==> config.mk <==
export PLATFORM = sky130hd
export DESIGN_NAME = a2o_wb_arb_flat
export DESIGN_NICKNAME = d
export VERILOG_FILES = /design/src/rtl/a2o_wb_arb_if.sv /design/src/rtl/a2o_wb_arb.sv /design/src/flat_wrapper.sv
export SDC_FILE = /design/constraint.sdc
export NUM_CORES = 1
export LEC_CHECK = 0
export ABC_AREA = 0
export CELL_PAD_IN_SITES_DETAIL_PLACEMENT = 1
export CELL_PAD_IN_SITES_GLOBAL_PLACEMENT = 1
export CORE_AREA = 4 4 168 170
export DETAILED_ROUTE_END_ITERATION = 7
export DIE_AREA = 0 0 172 174
export GPL_ROUTABILITY_DRIVEN = 0
export PLACE_DENSITY = 0.71
export SKIP_CTS_REPAIR_TIMING = 1
export SYNTH_ARGS = -nofsm -noshare
export SYNTH_HDL_FRONTEND = slang
export SYNTH_SLANG_ARGS = --single-unit
==> constraint.sdc <==
create_clock -name clk -period 3.1 [get_ports clk]
set_clock_uncertainty 0.1 [all_clocks]
set_input_delay 0.465 -clock clk [delete_from_list [all_inputs] [get_ports clk]]
set_output_delay 0.465 -clock clk [all_outputs]
set_load 0.05 [all_outputs]
==> src/rtl/a2o_wb_arb_if.sv <==
// Wishbone arbiter bundle: NUM_M upstream masters plus one downstream slave port.
// Ports: m_cyc/m_stb/m_we/m_adr/m_sel/m_datw in, m_ack/m_err/m_datr out (master side);
//        wb_* downstream bus, gnt one-hot grant. Modport master = arbiter view, slave = environment view.
interface a2o_wb_arb_if #(
    parameter int NUM_M = 4
);
    // upstream master side (master i occupies slice i of each packed vector)
    logic [NUM_M-1:0]    m_cyc;
    logic [NUM_M-1:0]    m_stb;
    logic [NUM_M-1:0]    m_we;
    logic [NUM_M*32-1:0] m_adr;
    logic [NUM_M*4-1:0]  m_sel;
    logic [NUM_M*32-1:0] m_datw;
    logic [NUM_M-1:0]    m_ack;
    logic [NUM_M-1:0]    m_err;
    logic [31:0]         m_datr;
    // downstream slave side
    logic                wb_cyc;
    logic                wb_stb;
    logic                wb_we;
    logic [31:0]         wb_adr;
    logic [3:0]          wb_sel;
    logic [31:0]         wb_datw;
    logic                wb_ack;
    logic [31:0]         wb_datr;
    // current grant
    logic [NUM_M-1:0]    gnt;

    modport master (
        input  m_cyc, m_stb, m_we, m_adr, m_sel, m_datw, wb_ack, wb_datr,
        output m_ack, m_err, m_datr, wb_cyc, wb_stb, wb_we, wb_adr, wb_sel, wb_datw, gnt
    );

    modport slave (
        output m_cyc, m_stb, m_we, m_adr, m_sel, m_datw, wb_ack, wb_datr,
        input  m_ack, m_err, m_datr, wb_cyc, wb_stb, wb_we, wb_adr, wb_sel, wb_datw, gnt
    );
endinterface

==> src/rtl/a2o_wb_arb.sv <==
// Round-robin Wishbone arbiter: NUM_M masters onto one slave, grant held for whole cyc.
// Ports: clk, rst (sync, active-high), bus (a2o_wb_arb_if.master). One cycle grant latency, one idle cycle between grants.
// Optional watchdog enabled by macro A2O_WB_ARB_TIMEOUT_EN: stalled strobe for TIMEOUT cycles errors the master out.
module a2o_wb_arb #(
    parameter int NUM_M   = 4,
    parameter int TIMEOUT = 255
) (
    input  logic           clk,
    input  logic           rst,
    a2o_wb_arb_if.master   bus
);

    localparam int LW = (NUM_M > 1) ? $clog2(NUM_M) : 1;

    localparam logic [0:0] IDLE = 1'b0;
    localparam logic [0:0] BUS  = 1'b1;

    logic [0:0]    state_q, state_d;
    // Current grant while in BUS; holds the last granted master while in IDLE.
    logic [LW-1:0] gidx_q, gidx_d;
    logic [LW-1:0] pick;
    logic          bus_act;
    logic          g_cyc;
    logic          wd_fire;

    // Outputs are qualified with !rst so nothing leaks during the reset cycle itself.
    assign bus_act = (state_q == BUS) && !rst;
    assign g_cyc   = bus.m_cyc[gidx_q];

    // First requester searching upward from last grant + 1, wrapping.
    always_comb begin
        logic          found;
        int            idx;
        logic [LW-1:0] ci;
        pick  = gidx_q;
        found = 1'b0;
        idx   = 0;
        ci    = '0;
        for (int k = 1; k <= NUM_M; k++) begin
            idx = int'(gidx_q) + k;
            if (idx >= NUM_M) idx = idx - NUM_M;
            ci = LW'(idx);
            if (!found && bus.m_cyc[ci]) begin
                pick  = ci;
                found = 1'b1;
            end
        end
    end

    always_comb begin
        state_d = state_q;
        gidx_d  = gidx_q;
        case (state_q)
            IDLE: begin
                if (|bus.m_cyc) begin
                    state_d = BUS;
                    gidx_d  = pick;
                end
            end
            default: begin
                if (wd_fire || !g_cyc) state_d = IDLE;
            end
        endcase
    end

    always_ff @(posedge clk) begin
        if (rst) begin
            state_q <= IDLE;
            gidx_q  <= LW'(NUM_M - 1);
        end else begin
            state_q <= state_d;
            gidx_q  <= gidx_d;
        end
    end

`ifdef A2O_WB_ARB_TIMEOUT_EN
    logic [15:0] wd_q, wd_d;

    // Fires on the registered count so the slave-side strobe drop does not
    // depend combinationally on wb_ack.
    assign wd_fire = bus_act && (wd_q == 16'(TIMEOUT));

    always_comb begin
        wd_d = wd_q;
        if (state_q != BUS || state_d != BUS || bus.wb_ack) wd_d = '0;
        else if (bus.wb_stb) wd_d = wd_q + 16'd1;
    end

    always_ff @(posedge clk) begin
        if (rst) wd_q <= '0;
        else     wd_q <= wd_d;
    end
`else
    assign wd_fire = 1'b0;
`endif

    assign bus.m_datr = bus.wb_datr;

    always_comb begin
        bus.gnt     = '0;
        bus.m_ack   = '0;
        bus.m_err   = '0;
        bus.wb_cyc  = bus_act && g_cyc && !wd_fire;
        bus.wb_stb  = bus_act && bus.m_stb[gidx_q] && !wd_fire;
        bus.wb_we   = bus_act && bus.m_we[gidx_q];
        bus.wb_adr  = bus.m_adr[gidx_q*32 +: 32];
        bus.wb_sel  = bus.m_sel[gidx_q*4 +: 4];
        bus.wb_datw = bus.m_datw[gidx_q*32 +: 32];
        if (bus_act) begin
            bus.gnt[gidx_q]   = 1'b1;
            bus.m_ack[gidx_q] = bus.wb_ack;
`ifdef A2O_WB_ARB_TIMEOUT_EN
            // A late ack in the firing cycle still completes the beat normally.
            bus.m_err[gidx_q] = wd_fire && !bus.wb_ack;
`endif
        end
    end

endmodule
==> src/flat_wrapper.sv <==
// flat-port wrapper written by rule: the top's interface ports become plain ports
module a2o_wb_arb_flat 
#(
    parameter int NUM_M   = 4,
    parameter int TIMEOUT = 255
)
  (clk, rst, bus_m_cyc, bus_m_stb, bus_m_we, bus_m_adr, bus_m_sel, bus_m_datw, bus_wb_ack, bus_wb_datr, bus_m_ack, bus_m_err, bus_m_datr, bus_wb_cyc, bus_wb_stb, bus_wb_we, bus_wb_adr, bus_wb_sel, bus_wb_datw, bus_gnt);
  a2o_wb_arb_if #(.NUM_M(NUM_M)) bus_i ();
  input  logic clk;
  input  logic rst;
  input wire logic [$bits(bus_i.m_cyc)-1:0] bus_m_cyc;
  input wire logic [$bits(bus_i.m_stb)-1:0] bus_m_stb;
  input wire logic [$bits(bus_i.m_we)-1:0] bus_m_we;
  input wire logic [$bits(bus_i.m_adr)-1:0] bus_m_adr;
  input wire logic [$bits(bus_i.m_sel)-1:0] bus_m_sel;
  input wire logic [$bits(bus_i.m_datw)-1:0] bus_m_datw;
  input wire logic [$bits(bus_i.wb_ack)-1:0] bus_wb_ack;
  input wire logic [$bits(bus_i.wb_datr)-1:0] bus_wb_datr;
  output wire logic [$bits(bus_i.m_ack)-1:0] bus_m_ack;
  output wire logic [$bits(bus_i.m_err)-1:0] bus_m_err;
  output wire logic [$bits(bus_i.m_datr)-1:0] bus_m_datr;
  output wire logic [$bits(bus_i.wb_cyc)-1:0] bus_wb_cyc;
  output wire logic [$bits(bus_i.wb_stb)-1:0] bus_wb_stb;
  output wire logic [$bits(bus_i.wb_we)-1:0] bus_wb_we;
  output wire logic [$bits(bus_i.wb_adr)-1:0] bus_wb_adr;
  output wire logic [$bits(bus_i.wb_sel)-1:0] bus_wb_sel;
  output wire logic [$bits(bus_i.wb_datw)-1:0] bus_wb_datw;
  output wire logic [$bits(bus_i.gnt)-1:0] bus_gnt;
  assign bus_i.m_cyc = bus_m_cyc;
  assign bus_i.m_stb = bus_m_stb;
  assign bus_i.m_we = bus_m_we;
  assign bus_i.m_adr = bus_m_adr;
  assign bus_i.m_sel = bus_m_sel;
  assign bus_i.m_datw = bus_m_datw;
  assign bus_i.wb_ack = bus_wb_ack;
  assign bus_i.wb_datr = bus_wb_datr;
  assign bus_m_ack = bus_i.m_ack;
  assign bus_m_err = bus_i.m_err;
  assign bus_m_datr = bus_i.m_datr;
  assign bus_wb_cyc = bus_i.wb_cyc;
  assign bus_wb_stb = bus_i.wb_stb;
  assign bus_wb_we = bus_i.wb_we;
  assign bus_wb_adr = bus_i.wb_adr;
  assign bus_wb_sel = bus_i.wb_sel;
  assign bus_wb_datw = bus_i.wb_datw;
  assign bus_gnt = bus_i.gnt;
  a2o_wb_arb #(.NUM_M(NUM_M), .TIMEOUT(TIMEOUT)) u_core (.clk(clk), .rst(rst), .bus(bus_i));
endmodule
==> impl_metrics.csv <==
group,metric,value,unit
logic_synthesis,async_reset_ff_frac,0,
clock_network,cts_tree,"built",
route,wl_per_cell,19.54,um
setup_path,reg2regPathDepth,7,
global_route,grt-ovfl-total,0,
global_route,grt.met3_usage,0.02593,
logic_synthesis,syn_inst,177,
logic_synthesis,ys_seq_area_frac,0.02492,
timing,setup_viol,0,
floorplan,start_util,0.09017,
logic_synthesis,synth_top_area_frac,0.6916,
route,vias_per_cell,3.680,
setup_path,crit_path_end_kind,"output pin",
logic_synthesis,synth-seq-cells,3,
power_and_ir_drop,pwr_density_cell,672.1,nW/um2
timing,fmax,354.9,MHz
finish,syn_to_final_growth,163.7,%
outcome,status,"complete, no violations",
timing,timing.final.crit_period,2818,ps
setup_path,cp.arrival,2250,ps
timing,finalWorstSetupSlack,282.3,ps
route,final_antenna_net_count,0,
timing,hold_violations,0,
setup_path,crit_path_start_kind,"flip-flop",
floorplan,core_area,26730,um2
run,cap_violations,0,
clock_network,cts_buffers,3,
placed_design,hpwlAfterDp,14.61,mm
min_path,min_path_cells,2,
clock_network,clock-sinks,3,
global_route,busiest_layer,"met2",
floorplan,num_rows,60,
global_route,grt_antenna_before_repair,3,
floorplan,die_w,172,um
logic_synthesis,syn_avg_cell_area,13.61,um2
global_route,first_global_vias,3580,
global_route,met2_usage,0.1904,
logic_synthesis,synth-main-ff-cell,"dfxtp_1",
logic_synthesis,yosys-top-cells-count,"74 x mux4_2, 36 x buf_4, 10 x clkbuf_1, 8 x buf_2, 7 x and2_1",
timing,setup_tns,0,ps
logic_synthesis,netlist_top_cells_area,"mux4_2 69%, buf_4 11%, dfxtp_1 2.5%, ha_1 2.1%, and2_1 1.8%",
placed_design,port_buffers,365,
finish,final_nets,824,
route,drc,0,
min_path,min_to,"u_core.gidx_q[0]",
floorplan,dieHeight,174,um
floorplan,die_area,29930,um2
power_and_ir_drop,max-vdd-ir-drop,0.2945,mV
setup_path,path_max_fanout,19,
logic_synthesis,synth_warnings,0,
timing,relSlewSlack,0.6356,
timing,final.period_utilization,0.9089,
power_and_ir_drop,p_leak,2.328,nW
route,drtIter0Drc,71,
route,drtPass1Iterations,4,
route,totalWireLength,16.43,mm
logic_synthesis,synth.most_common_cell,"mux4_2",
finish,antenna-diode-count,0,
clock_network,clock_latency,220,ps
clock_network,cts_max_level,1,
timing,tightestPinTransition,544.8,ps
setup_path,required,2530,ps
finish,final_layout_size_suffix_gt1_frac,0.2800,
global_route,grt_max_degree,35,
logic_synthesis,synth.distinct_cells,32,
min_path,hold_path.class,"reg -> reg",
logic_synthesis,netlist_area,2410,um2
clock_network,path_clk_slew,30,ps
setup_path,path_class,"reg -> out",
clock_network,root_buffer,"clkbuf_16",
logic_synthesis,synth_edf_count,0,
global_route,grt.met1_usage,0.1146,
timing,slew_violations,0,
clock_network,clockBufferDepth,2,
logic_synthesis,yosys.area.top_type,"mux4_2",
timing,rsz0062_at_grt,"no",
setup_path,ff2ff_setup_slack,700,ps
global_route,grt_first_pass_wirelength,22.74,mm
route,vias,3095,
floorplan,ioPinCount,434,
setup_path,rr_startpoint,"u_core.gidx_q[0]",
finish,post-route-util,0.2378,
placed_design,dp_slack,367.9,ps
setup_path,r2r-end,"u_core.gidx_q[0]",
min_path,worstHoldStart,"u_core.state_q",
global_route,track_usage,0.1001,
-- worst max-delay path: stages, from the launching register on --
cell and delay [ps]:
dfxtp_4 490, buf_12 230, mux4_2 560, clkdlybuf4s50_1 740
-- power breakdown --
group          total, mW  internal, mW  switching [mW]
logic               3.95          1.71            2.24
registers          0.119        0.0589          0.0604
clock network      0.202         0.169          0.0329
-- worst max path at each step --
stage                startpoint          endpoint  slack [ps]  depth (start not counted)
2_1_floorplan  u_core.gidx_q[1]  u_core.gidx_q[0]         370                          9
3_3_place_gp     bus_m_datw[17]   bus_wb_datw[17]         390                          3
3_5_place_dp     bus_m_datw[17]   bus_wb_datw[17]         370                          3
4_1_cts        u_core.gidx_q[0]   bus_wb_datw[17]         240                          3
5_1_grt        u_core.gidx_q[0]   bus_wb_datw[17]         170                          3
6_report       u_core.gidx_q[0]   bus_wb_datw[17]         280                          3
-- layer usage --
metal | up-vias | routed length (um)
met5 | - | 13
met3 | 16 | 1594
met2 | 196 | 8727
met4 | 2 | 140
met1 | 1507 | 5956
li1 | 1374 | -
-- placed cells by master (no fill, tap or decap), types with 2 or more instances in the layout --
| cell type | n |
|---|---|
| conb_1 | 4 |
| and2_1 | 7 |
| dfxtp_4 | 2 |
| nor3_1 | 2 |
| inv_1 | 2 |
| o211ai_1 | 2 |
| nor4_1 | 2 |
| mux4_2 | 74 |
| nor2_1 | 4 |
| buf_4 | 40 |
| clkdlybuf4s50_1 | 316 |
| ha_1 | 4 |
| buf_12 | 16 |
| clkbuf_16 | 3 |
| and3_1 | 4 |
-- flip-flops by register name, summed over array words and instances (netlist names) --
| register | count |
|---|---|
| u_core.gidx_q | 2 |
| u_core.state_q | 1 |
-- stage by stage --
| stage | total power, mW | instances | hold WS, ps | cell area (um2) |
|---|---|---|---|---|
| 2_1_floorplan | 2.812 | 180 | 449.8 | 2421 |
| 3_3_place_gp | 4.109 | 837 | 487.9 | 6276 |
| 3_5_place_dp | 4.127 | 837 | 486.8 | 6276 |
| 4_1_cts | 4.345 | 841 | 492.2 | 6355 |
| 5_1_grt | 4.481 | 841 | 552.4 | 6355 |
| 6_report | 4.271 | 841 | 495.6 | 6355 |
-- cell families after synthesis --
group           count (synthesis)  synth area share
buf+inv                        58            0.1537
simple gates                   24           0.05971
flops                           3           0.02492
other cells                     1          0.001556
fa+ha+maj                       4           0.02077
mux                            77            0.7066
compound gates                 10           0.03271
-- layout make-up --
cell class | count | area (um2)
Fill cell | 3019 | 20370
Sequential cell | 3 | 67.56
Inverter | 2 | 7.507
Clock buffer | 4 | 78.83
Tap cell | 341 | 426.7
Timing Repair Buffer | 372 | 3784
Multi-Input combinational cell | 119 | 1991
Note: power is estimated with default switching activity, not from simulation.
